[src/rtl/hazard_scoreboard_unit_if.sv]
// Pipeline-to-hazard-unit bundle: ID/EX/MEM/WB fields and long-op completion in, operand selects and hold out.
// The pipeline side uses the master modport and hazard_scoreboard_unit uses the slave modport.
interface hazard_scoreboard_unit_if #(
    parameter int REG_AW = 5,
    parameter int CNT_W  = 32
);
    logic [REG_AW-1:0] id_rs1_i;
    logic [REG_AW-1:0] id_rs2_i;
    logic [REG_AW-1:0] id_rd_i;
    logic              id_rs1_used_i;
    logic              id_rs2_used_i;
    logic              id_reg_w_ena_i;
    logic              id_long_i;
    logic              id_valid_i;

    logic [REG_AW-1:0] ex_rs1_i;
    logic [REG_AW-1:0] ex_rs2_i;
    logic [REG_AW-1:0] ex_rd_i;
    logic              ex_valid_i;
    logic              ex_reg_w_ena_i;
    logic              ex_ram_r_i;
    logic              ex_ram_w_ena_i;
    logic              ex_long_i;

    logic [REG_AW-1:0] mem_rd_i;
    logic              mem_reg_w_ena_i;
    logic              mem_ram_r_i;

    logic [REG_AW-1:0] wb_rd_i;
    logic              wb_reg_w_ena_i;

    logic              long_done_i;
    logic [REG_AW-1:0] long_rd_i;

    logic [1:0]        forwardA_o;
    logic [1:0]        forwardB_o;
    logic              forwardC_o;
    logic              hazard_hold_o;
    logic              busy_o;
    logic [CNT_W-1:0]  stall_cnt_o;

    modport master (
        output id_rs1_i, id_rs2_i, id_rd_i, id_rs1_used_i, id_rs2_used_i,
               id_reg_w_ena_i, id_long_i, id_valid_i,
               ex_rs1_i, ex_rs2_i, ex_rd_i, ex_valid_i, ex_reg_w_ena_i,
               ex_ram_r_i, ex_ram_w_ena_i, ex_long_i,
               mem_rd_i, mem_reg_w_ena_i, mem_ram_r_i,
               wb_rd_i, wb_reg_w_ena_i,
               long_done_i, long_rd_i,
        input  forwardA_o, forwardB_o, forwardC_o, hazard_hold_o, busy_o, stall_cnt_o
    );

    modport slave (
        input  id_rs1_i, id_rs2_i, id_rd_i, id_rs1_used_i, id_rs2_used_i,
               id_reg_w_ena_i, id_long_i, id_valid_i,
               ex_rs1_i, ex_rs2_i, ex_rd_i, ex_valid_i, ex_reg_w_ena_i,
               ex_ram_r_i, ex_ram_w_ena_i, ex_long_i,
               mem_rd_i, mem_reg_w_ena_i, mem_ram_r_i,
               wb_rd_i, wb_reg_w_ena_i,
               long_done_i, long_rd_i,
        output forwardA_o, forwardB_o, forwardC_o, hazard_hold_o, busy_o, stall_cnt_o
    );
endinterface

[src/rtl/hazard_scoreboard_unit.sv]
// RV32 forwarding/hazard unit with a long-op busy scoreboard. Selects and hold are zero-latency; state is registered.
// Backpressure: hazard_hold_o freezes PC and IF/ID and bubbles ID/EX; nothing is queued internally.
module hazard_scoreboard_unit #(
    parameter int REG_AW   = 5,
    parameter int MAX_LONG = 4,
    parameter int CNT_W    = 32
) (
    input  logic                     clk,
    input  logic                     rst,
    hazard_scoreboard_unit_if.slave  bus
);
    localparam int NREG = 1 << REG_AW;
    localparam int OW   = $clog2(MAX_LONG + 1);
    localparam logic [OW-1:0] OUT_MAX = OW'(MAX_LONG);

    logic [NREG-1:0]  r_busy;
    logic [OW-1:0]    r_outstanding;
    logic [CNT_W-1:0] r_stall_cnt;

    logic [NREG-1:0]  w_clr_mask;
    logic [NREG-1:0]  w_set_mask;
    logic [NREG-1:0]  w_busy_eff;
    logic             w_ex_load;
    logic             w_id_store;
    logic             w_load_use;
    logic             w_raw;
    logic             w_waw;
    logic             w_cap;
    logic             w_hold;
    logic             w_issue;
    logic             w_retire;

    // Youngest producer wins: EX/MEM, then MEM/WB, then the long-op result bus.
    function automatic logic [1:0] fwd_sel(
        input logic [REG_AW-1:0] rs,
        input logic [REG_AW-1:0] mem_rd,
        input logic [REG_AW-1:0] wb_rd,
        input logic [REG_AW-1:0] long_rd,
        input logic              mem_w,
        input logic              wb_w,
        input logic              long_done
    );
        logic [1:0] sel;
        if (mem_w && (mem_rd != '0) && (mem_rd == rs))
            sel = 2'b10;
        else if (wb_w && (wb_rd != '0) && (wb_rd == rs))
            sel = 2'b01;
        else if (long_done && (long_rd != '0) && (long_rd == rs))
            sel = 2'b11;
        else
            sel = 2'b00;
        return sel;
    endfunction

    assign bus.forwardA_o = fwd_sel(bus.ex_rs1_i, bus.mem_rd_i, bus.wb_rd_i, bus.long_rd_i,
                                    bus.mem_reg_w_ena_i, bus.wb_reg_w_ena_i, bus.long_done_i);
    assign bus.forwardB_o = fwd_sel(bus.ex_rs2_i, bus.mem_rd_i, bus.wb_rd_i, bus.long_rd_i,
                                    bus.mem_reg_w_ena_i, bus.wb_reg_w_ena_i, bus.long_done_i);

    assign bus.forwardC_o = bus.mem_reg_w_ena_i && bus.mem_ram_r_i && (bus.mem_rd_i != '0) &&
                            (bus.mem_rd_i != bus.ex_rs1_i) && (bus.mem_rd_i == bus.ex_rs2_i) &&
                            bus.ex_ram_w_ena_i;

    always_comb begin
        w_clr_mask = '0;
        w_set_mask = '0;
        if (bus.long_done_i)
            w_clr_mask[bus.long_rd_i] = 1'b1;
        if (bus.ex_valid_i && bus.ex_long_i && bus.ex_reg_w_ena_i && (bus.ex_rd_i != '0))
            w_set_mask[bus.ex_rd_i] = 1'b1;
    end

    // A completing register is already readable through the 11 forward path.
    assign w_busy_eff = r_busy & ~w_clr_mask;

    assign w_ex_load = bus.ex_valid_i && bus.ex_ram_r_i && bus.ex_reg_w_ena_i && (bus.ex_rd_i != '0);

    // No store flag reaches ID: a store is recognised as reading both sources without a register write.
    assign w_id_store = bus.id_rs1_used_i && bus.id_rs2_used_i && !bus.id_reg_w_ena_i;

    assign w_load_use = w_ex_load &&
                        ((bus.id_rs1_used_i && (bus.ex_rd_i == bus.id_rs1_i)) ||
                         (!w_id_store && bus.id_rs2_used_i && (bus.ex_rd_i == bus.id_rs2_i)));

    assign w_raw = (bus.id_rs1_used_i && w_busy_eff[bus.id_rs1_i]) ||
                   (bus.id_rs2_used_i && w_busy_eff[bus.id_rs2_i]);

    assign w_waw = bus.id_reg_w_ena_i && w_busy_eff[bus.id_rd_i];

    assign w_cap = bus.id_long_i && (r_outstanding == OUT_MAX) && !bus.long_done_i;

    assign w_hold = bus.id_valid_i && (w_load_use || w_raw || w_waw || w_cap);

    assign w_issue  = bus.ex_valid_i && bus.ex_long_i;
    // A completion with nothing outstanding is stale (e.g. issued before a reset) and is dropped.
    assign w_retire = bus.long_done_i && (r_outstanding != '0);

    always_ff @(posedge clk) begin
        if (rst) begin
            r_busy        <= '0;
            r_outstanding <= '0;
            r_stall_cnt   <= '0;
        end else begin
            r_busy <= (r_busy & ~w_clr_mask) | w_set_mask;
            case ({w_issue, w_retire})
                2'b10: begin
                    if (r_outstanding != OUT_MAX)
                        r_outstanding <= r_outstanding + OW'(1);
                end
                2'b01:   r_outstanding <= r_outstanding - OW'(1);
                default: r_outstanding <= r_outstanding;
            endcase
            if (w_hold && (r_stall_cnt != {CNT_W{1'b1}}))
                r_stall_cnt <= r_stall_cnt + CNT_W'(1);
        end
    end

    assign bus.hazard_hold_o = w_hold;
    assign bus.busy_o        = |r_busy;
    assign bus.stall_cnt_o   = r_stall_cnt;

endmodule

[src/flat_wrapper.sv]
// flat-port wrapper written by rule: the top's interface ports become plain ports
module hazard_scoreboard_unit_flat 
#(
    parameter int REG_AW   = 5,
    parameter int MAX_LONG = 4,
    parameter int CNT_W    = 32
)
  (clk, rst, bus_id_rs1_i, bus_id_rs2_i, bus_id_rd_i, bus_id_rs1_used_i, bus_id_rs2_used_i, bus_id_reg_w_ena_i, bus_id_long_i, bus_id_valid_i, bus_ex_rs1_i, bus_ex_rs2_i, bus_ex_rd_i, bus_ex_valid_i, bus_ex_reg_w_ena_i, bus_ex_ram_r_i, bus_ex_ram_w_ena_i, bus_ex_long_i, bus_mem_rd_i, bus_mem_reg_w_ena_i, bus_mem_ram_r_i, bus_wb_rd_i, bus_wb_reg_w_ena_i, bus_long_done_i, bus_long_rd_i, bus_forwardA_o, bus_forwardB_o, bus_forwardC_o, bus_hazard_hold_o, bus_busy_o, bus_stall_cnt_o);
  hazard_scoreboard_unit_if #(.REG_AW(REG_AW), .CNT_W(CNT_W)) bus_i ();
  input  logic clk;
  input  logic rst;
  input wire logic [$bits(bus_i.id_rs1_i)-1:0] bus_id_rs1_i;
  input wire logic [$bits(bus_i.id_rs2_i)-1:0] bus_id_rs2_i;
  input wire logic [$bits(bus_i.id_rd_i)-1:0] bus_id_rd_i;
  input wire logic [$bits(bus_i.id_rs1_used_i)-1:0] bus_id_rs1_used_i;
  input wire logic [$bits(bus_i.id_rs2_used_i)-1:0] bus_id_rs2_used_i;
  input wire logic [$bits(bus_i.id_reg_w_ena_i)-1:0] bus_id_reg_w_ena_i;
  input wire logic [$bits(bus_i.id_long_i)-1:0] bus_id_long_i;
  input wire logic [$bits(bus_i.id_valid_i)-1:0] bus_id_valid_i;
  input wire logic [$bits(bus_i.ex_rs1_i)-1:0] bus_ex_rs1_i;
  input wire logic [$bits(bus_i.ex_rs2_i)-1:0] bus_ex_rs2_i;
  input wire logic [$bits(bus_i.ex_rd_i)-1:0] bus_ex_rd_i;
  input wire logic [$bits(bus_i.ex_valid_i)-1:0] bus_ex_valid_i;
  input wire logic [$bits(bus_i.ex_reg_w_ena_i)-1:0] bus_ex_reg_w_ena_i;
  input wire logic [$bits(bus_i.ex_ram_r_i)-1:0] bus_ex_ram_r_i;
  input wire logic [$bits(bus_i.ex_ram_w_ena_i)-1:0] bus_ex_ram_w_ena_i;
  input wire logic [$bits(bus_i.ex_long_i)-1:0] bus_ex_long_i;
  input wire logic [$bits(bus_i.mem_rd_i)-1:0] bus_mem_rd_i;
  input wire logic [$bits(bus_i.mem_reg_w_ena_i)-1:0] bus_mem_reg_w_ena_i;
  input wire logic [$bits(bus_i.mem_ram_r_i)-1:0] bus_mem_ram_r_i;
  input wire logic [$bits(bus_i.wb_rd_i)-1:0] bus_wb_rd_i;
  input wire logic [$bits(bus_i.wb_reg_w_ena_i)-1:0] bus_wb_reg_w_ena_i;
  input wire logic [$bits(bus_i.long_done_i)-1:0] bus_long_done_i;
  input wire logic [$bits(bus_i.long_rd_i)-1:0] bus_long_rd_i;
  output wire logic [$bits(bus_i.forwardA_o)-1:0] bus_forwardA_o;
  output wire logic [$bits(bus_i.forwardB_o)-1:0] bus_forwardB_o;
  output wire logic [$bits(bus_i.forwardC_o)-1:0] bus_forwardC_o;
  output wire logic [$bits(bus_i.hazard_hold_o)-1:0] bus_hazard_hold_o;
  output wire logic [$bits(bus_i.busy_o)-1:0] bus_busy_o;
  output wire logic [$bits(bus_i.stall_cnt_o)-1:0] bus_stall_cnt_o;
  assign bus_i.id_rs1_i = bus_id_rs1_i;
  assign bus_i.id_rs2_i = bus_id_rs2_i;
  assign bus_i.id_rd_i = bus_id_rd_i;
  assign bus_i.id_rs1_used_i = bus_id_rs1_used_i;
  assign bus_i.id_rs2_used_i = bus_id_rs2_used_i;
  assign bus_i.id_reg_w_ena_i = bus_id_reg_w_ena_i;
  assign bus_i.id_long_i = bus_id_long_i;
  assign bus_i.id_valid_i = bus_id_valid_i;
  assign bus_i.ex_rs1_i = bus_ex_rs1_i;
  assign bus_i.ex_rs2_i = bus_ex_rs2_i;
  assign bus_i.ex_rd_i = bus_ex_rd_i;
  assign bus_i.ex_valid_i = bus_ex_valid_i;
  assign bus_i.ex_reg_w_ena_i = bus_ex_reg_w_ena_i;
  assign bus_i.ex_ram_r_i = bus_ex_ram_r_i;
  assign bus_i.ex_ram_w_ena_i = bus_ex_ram_w_ena_i;
  assign bus_i.ex_long_i = bus_ex_long_i;
  assign bus_i.mem_rd_i = bus_mem_rd_i;
  assign bus_i.mem_reg_w_ena_i = bus_mem_reg_w_ena_i;
  assign bus_i.mem_ram_r_i = bus_mem_ram_r_i;
  assign bus_i.wb_rd_i = bus_wb_rd_i;
  assign bus_i.wb_reg_w_ena_i = bus_wb_reg_w_ena_i;
  assign bus_i.long_done_i = bus_long_done_i;
  assign bus_i.long_rd_i = bus_long_rd_i;
  assign bus_forwardA_o = bus_i.forwardA_o;
  assign bus_forwardB_o = bus_i.forwardB_o;
  assign bus_forwardC_o = bus_i.forwardC_o;
  assign bus_hazard_hold_o = bus_i.hazard_hold_o;
  assign bus_busy_o = bus_i.busy_o;
  assign bus_stall_cnt_o = bus_i.stall_cnt_o;
  hazard_scoreboard_unit #(.REG_AW(REG_AW), .MAX_LONG(MAX_LONG), .CNT_W(CNT_W)) u_core (.clk(clk), .rst(rst), .bus(bus_i));
endmodule
[config.mk]
export PLATFORM = sky130hd
export DESIGN_NAME = hazard_scoreboard_unit_flat
export DESIGN_NICKNAME = d
export VERILOG_FILES = /design/src/rtl/hazard_scoreboard_unit_if.sv /design/src/rtl/hazard_scoreboard_unit.sv /design/src/flat_wrapper.sv
export SDC_FILE = /design/constraint.sdc
export NUM_CORES = 1
export LEC_CHECK = 0
export ABC_CLOCK_PERIOD_IN_PS = 3900
export BUFFER_PORTS_ARGS = -buffer_cell sky130_fd_sc_hd__buf_2
export CORE_UTILIZATION = 51
export DETAILED_ROUTE_END_ITERATION = 16
export PLACE_DENSITY = 0.88
export SLEW_MARGIN = 20
export SYNTH_ARGS = -nofsm -noshare
export SYNTH_HDL_FRONTEND = slang
export SYNTH_SLANG_ARGS = --single-unit
[constraint.sdc]
create_clock -name clk -period 3.9 [get_ports clk]
set_clock_uncertainty 0.15 [all_clocks]
set_input_delay 0.78 -clock clk [delete_from_list [all_inputs] [get_ports clk]]
set_output_delay 0.78 -clock clk [all_outputs]
set_load 0.02 [all_outputs]
Yosys cells after proc, flatten, opt, wreduce, memory -nomap -nowiden
Cells that the tools add are included.
{"block": "totals", "elab_cells": 103, "reg_bits": 67, "input_bits": 61, "out_inout_bits": 39}
{"block": "op_classes", "n_addsub": 3, "bitwise_logic": 3, "order_cmp": 7, "n_eq_ne": 15, "n_mux": 20, "n_reduce_logical": 52}
{"cell": "32-bit two-way mux", "n": 2}
{"cell": "5-bit == test", "n": 8}
{"cell": "1-bit logical AND", "n": 36}
{"cell": "32-bit by 1-bit adder with 32-bit output (second input constant)", "n": 1}
{"cell": "32-bit AND", "n": 1}
{"cell": "32-bit inequality test (second input constant)", "n": 1}
{"cell": "32-bit inverter", "n": 1}
{"cell": "32-bit bitwise OR", "n": 1}
{"cell": "32-bit OR reduction", "n": 1}
{"cell": "5-bit by 6-bit < comparator with 1-bit output (second input constant)", "n": 5}
{"cell": "5-bit nonzero test", "n": 4}
{"cell": "1-bit binary-select mux with 5-bit select", "n": 3}
{"cell": "2-bit two-way mux", "n": 6}
{"cell": "1-bit demux with 5-bit select", "n": 2}
{"cell": "5-bit by 1-bit greater-or-equal comparator with 1-bit output (second input constant)", "n": 2}
{"cell": "3-bit one-hot mux with 2 select lines", "n": 1}
{"cell": "1-bit logical OR", "n": 5}
{"cell": "1-bit two-way mux", "n": 5}
{"cell": "5-bit inequality test", "n": 1}
{"cell": "3-bit by 1-bit adder with 3-bit output (second input constant)", "n": 1}
{"cell": "3-bit == test (second input constant)", "n": 1}
{"cell": "1-bit logical NOT", "n": 3}
{"cell": "3-bit two-way mux", "n": 1}
{"cell": "3-bit inequality test (second input constant)", "n": 1}
{"cell": "other kinds (7)", "n": 7}

Depth between registers and ports, before layout
{"block": "logic_depth", "depth_word": 16, "mapped_depth": 13, "ltp_nobuf": 10}

Worst setup path before layout
OpenSTA, ideal clock, no wires.
{"block": "synth_path", "path_kind": "input-to-output", "from": "input port bus_long_rd_i[2]", "to": "output port bus_hazard_hold_o", "arrival_ps": 3202, "path_buffers": 2, "setup_slack_ps": -232, "t_required_ps": 2970, "cell_stages": 10, "path_cell_list": "buf_2 or4b_4 o21ai_2 mux2i_1 a32o_1 o31a_1 or4_4 o21ai_4 buf_6 inv_2"}
{"block": "synth_between", "elab_chain_cells": 15, "elab_cells_between_ends": 22, "cone_classes": "order compare (2); mux (9); bitwise (2); reduce/logical (9)"}
{"item": "from (decl)", "line": "flat_wrapper.sv:34", "source": "input wire logic [$bits(bus_i.long_rd_i)-1:0] bus_long_rd_i;"}
{"item": "5-bit by 6-bit < comparator with 1-bit output (not written as such) / 5-bit by 1-bit greater-or-equal comparator with 1-bit output (equally long branches)", "line": "hazard_scoreboard_unit.sv:68", "source": "w_clr_mask[bus.long_rd_i] = 1'b1;"}
{"item": "1-bit logical AND (not written as such)", "line": "hazard_scoreboard_unit.sv:68"}
{"item": "1-bit two-way mux (not written as such)", "line": "hazard_scoreboard_unit.sv:68"}
{"item": "1-bit demux with 5-bit select *"}
{"item": "32-bit two-way mux *", "line": "hazard_scoreboard_unit.sv:67", "source": "if (bus.long_done_i)"}
{"item": "32-bit inverter *", "line": "hazard_scoreboard_unit.sv:74", "source": "assign w_busy_eff = r_busy & ~w_clr_mask;"}
{"item": "32-bit AND *", "line": "hazard_scoreboard_unit.sv:74"}
{"item": "1-bit binary-select mux with 5-bit select (on tied branches)", "line": "hazard_scoreboard_unit.sv:85, hazard_scoreboard_unit.sv:86"}
{"item": "1-bit two-way mux (on tied branches)", "line": "hazard_scoreboard_unit.sv:85, hazard_scoreboard_unit.sv:86"}
{"item": "1-bit logical AND (on tied branches)", "line": "hazard_scoreboard_unit.sv:85, hazard_scoreboard_unit.sv:86"}
{"item": "1-bit logical OR", "line": "hazard_scoreboard_unit.sv:85", "source": "assign w_raw = (bus.id_rs1_used_i && w_busy_eff[bus.id_rs1_i]) ||"}
{"item": "1-bit logical OR", "line": "hazard_scoreboard_unit.sv:92", "source": "assign w_hold = bus.id_valid_i && (w_load_use || w_raw || w_waw || w_cap);"}
{"item": "1-bit logical OR * (2 in series)", "line": "hazard_scoreboard_unit.sv:92"}
{"item": "1-bit logical AND *", "line": "hazard_scoreboard_unit.sv:92"}
{"item": "to (decl)", "line": "flat_wrapper.sv:38", "source": "output wire logic [$bits(bus_i.hazard_hold_o)-1:0] bus_hazard_hold_o;"}
Mark *: on every way between the ends. The rest lies on a longest branch, timed or not. The select of a mux whose other input is x is not followed.

Worst setup path after layout
Ends and elaborated chain as after synthesis.

==> results.md <==
- Outcome: finished with violations
- Failing checks: negative setup slack
- Hold_ws: 0.378 ns
- Most frequent cells in the layout: 97 x buf_2, 82 x buf_4, 67 x dfxtp_1
- HPWL after DPL: 13700 um
- Fin area: 0.00638 mm2
- Avg Vias per Cell: 6.43
- Main synth FF type: dfxtp_1
- Port bufs: 99
- Depth of the CTS H-tree: 3
- Pwr dens: 264 mW/mm2
- Post-route clock period utilization: 105%
- Root buf cell: clkbuf_8
- Row cnt: 35
- Achievable Freq: 0.245 GHz
- Die W: 101 um
- Synthesis-to-layout area growth: 27.3%
- Crit path capture type: output port
- Largest net degree at the start of global routing: 51
- RSZ-0062 raised after global routing: yes
- R2R cell count: 11
- Critical Path Start: bus_long_rd_i[2]
- Synth top area cells: dfxtp_1 27%, a21oi_1 4.8%, xnor2_1 4.7%
- Critical path required time: 2.97 ns
- Yosys reg bits: 67
- Vias: 5932
- Crit path depth: 10
- Flop pwr share: 42.7%
- Reg2reg start: u_core.r_busy[31]
- Clk_lat worst skew: 0.36 ns
- Pre-Repair DR Iteration Count: 6
- Die area: 0.0102 mm2
- Hold path depth: 2
- Maxcap violations: 0
- Slew HR: 38.7%
- Startpoint types: primary input
- Syn_nets: 698
- Crit-path cells: buf_2 -> or4b_4 -> o21ai_4 -> mux2i_1 -> a32o_1 -> o31a_1 -> or4_4 -> o21ai_4 -> inv_6 -> buf_6
- Final #Nets: 853
- CTS Buf Count: 9
- Antenna-violating nets left: 0
- Switching Fraction: 33.1%
- Comb pwr share: 26.4%
- Measured slew at the worst slew-check pin: 0.920 ns
- Final Util: 68.0%
- Post-synth ARST share: 0%
- Setup WS pre-CTS: -0.251 ns
- Yosys warning count: 0
- Final WS setup: -0.182 ns
- Commonest non-fill, non-tap cell in the layout: buf_2
- Global-route wire length before repair: 27700 um
- TritonCTS clock tree: done
- IO Count: 100
- Post-place instance area: 0.00612 mm2
- Hold buffers post-CTS: 0
- Leakage: 2.40 nW
- Synth area leader: dfxtp_1
- Vias in the first global route: 5661
- # DRC: 0
- Core Region: 0.00937 mm2
- Syn Std Cell Area: 0.00501 mm2
- CTS clk-pin slew, worst paths: 0.08 ns
- N_diodes: 0
- Critical-path cell with the highest stage delay: or4b_4
- Initial Util: 53.4%
- Slowest stage delay, CP: 0.59 ns
- Final RePlAce weighted congestion: 1.06
- Worst Path Class, Setup: primary input to output port
- Pint: 1.12 mW
- Starting DRC count in detailed routing: 587
- Detailed Route WL: 17700 um
- VDD IR max: 207 uV
- DR WL/cell: 19.2 um
- Buf/Inv on CP: 3
- Final Max Slew Viols: 0
- Area share of the largest cell type after synthesis: 26.8%
- Gate Count Post-Synth: 635
- Final setup fails: 1
- Syn Area/Cell: 7.89 um2
- Most frequent CP cell: o21ai_4
- Net Sw Power: 557 uW
- Synth unique cells: 67
- Overall Global Routing Usage: 34.8%
- Die Height: 101 um
- Min cycle time layout: 4.08 ns
- Total global routing overflow: 0
- Worst path top cell family by delay: simple AND/OR/NAND/NOR gates
- Clock power frac: 30.9%
- Sequential fraction of the synthesis area: 26.8%
- Hold Startpoint: u_core.bus.stall_cnt_o[5]
- CP max FO: 4
- Tot Pwr: 1.68 mW
- Clock Path Buffers: 2
- Final hold violations: 0
- CTS sink count: 67
- Initial antenna violation count: 0
- Tightest Hold Check Type: flop to flop
- Worst EP arrival: 3.15 ns
- Share of layout cells above drive strength 1: 30.5%
- Post-synth EDFFs: 0
[cells in the mapped netlist, drive strengths merged (10+ instances only)]
library cell,count
dfxtp,67
nand2,51
o21ai,50
a21oi,49
nor2,37
nand3,31
xnor2,27
clkbuf,26
mux2,19
nor2b,19
nor3,19
nor4,19
xor2,18
inv,16
nand4,14
buf,13
or3,13
o211ai,12
o21a,11
or4,11
a22oi,10
[metal layers]
metal	global-route usage [%]	routed length [um]
met2	56.7	8260
met4	19.2	804
met1	42.2	6700
met3	8.25	1930
met5	0	0
[area by class of cell]
cell class              instances  area (um2)
clock buffers                  10         128
clock inverters                 5        40.0
fillers                       795        3000
inverters                      16        65.1
multi-input cells             513        3480
flip-flops and latches         67        1340
well taps                     129         161
repair buffers                183        1160
[cell families after synthesis]
| group | synth area share, % |
|---|---|
| and+or+nand+nor | 28.6 |
| AOI/OAI and AO/OA | 22.6 |
| DFF | 26.8 |
| buffers and inverters | 4.92 |
| xor gates and xnor gates | 7.87 |
| muxes | 8.62 |
| adders and majority gates | 0.650 |
[power groups by stage]
| stage | Combinational, mW | Clock [mW] | Sequential, mW |
|---|---|---|---|
| floorplan | 0.268 | 0 | 0.731 |
| global placement | 0.404 | 0 | 0.731 |
| detailed placement | 0.421 | 0 | 0.733 |
| CTS | 0.433 | 0.520 | 0.717 |
| global route | 0.475 | 0.552 | 0.719 |
| finish | 0.444 | 0.520 | 0.718 |
[flip-flops by register name, summed over array words and instances, names as in the netlist]
register                count
u_core.r_busy              32
u_core.bus.stall_cnt_o     32
u_core.r_outstanding        3
[worst reg2reg max path: cells and delay by family (launching register included)]
| kind | cells | cell delay [ns] |
|---|---|---|
| mux | 3 | 0.87 |
| compound gates | 4 | 0.74 |
| buf+inv | 3 | 0.53 |
| simple gates | 1 | 0.48 |
| flops | 1 | 0.40 |
[worst paths after layout]
path	end	slack [ns]
setup / recovery	bus_hazard_hold_o	-0.18
hold / removal	u_core.bus.stall_cnt_o[5]	0.38
setup reg to reg	u_core.bus.stall_cnt_o[13]	0.65
hold reg to reg	u_core.bus.stall_cnt_o[5]	0.38
[metrics by stage]
| step | TNS (ns) | instances |
|---|---|---|
| final | -0.182 | 923 |
| after global routing | -0.230 | 923 |
| after CTS | -0.154 | 921 |
| after detailed placement | -2.52 | 904 |
| after global placement | -1.07 | 904 |
| after floorplan | -0.201 | 635 |
[repair_timing]
item | CTS | global route
buffers inserted | 2 | 2
setup endpoints to repair | 1 | 6
resized for setup | 7 | 24
pin swaps | 5 | 2
Note: power is estimated with default switching activity, not from simulation.
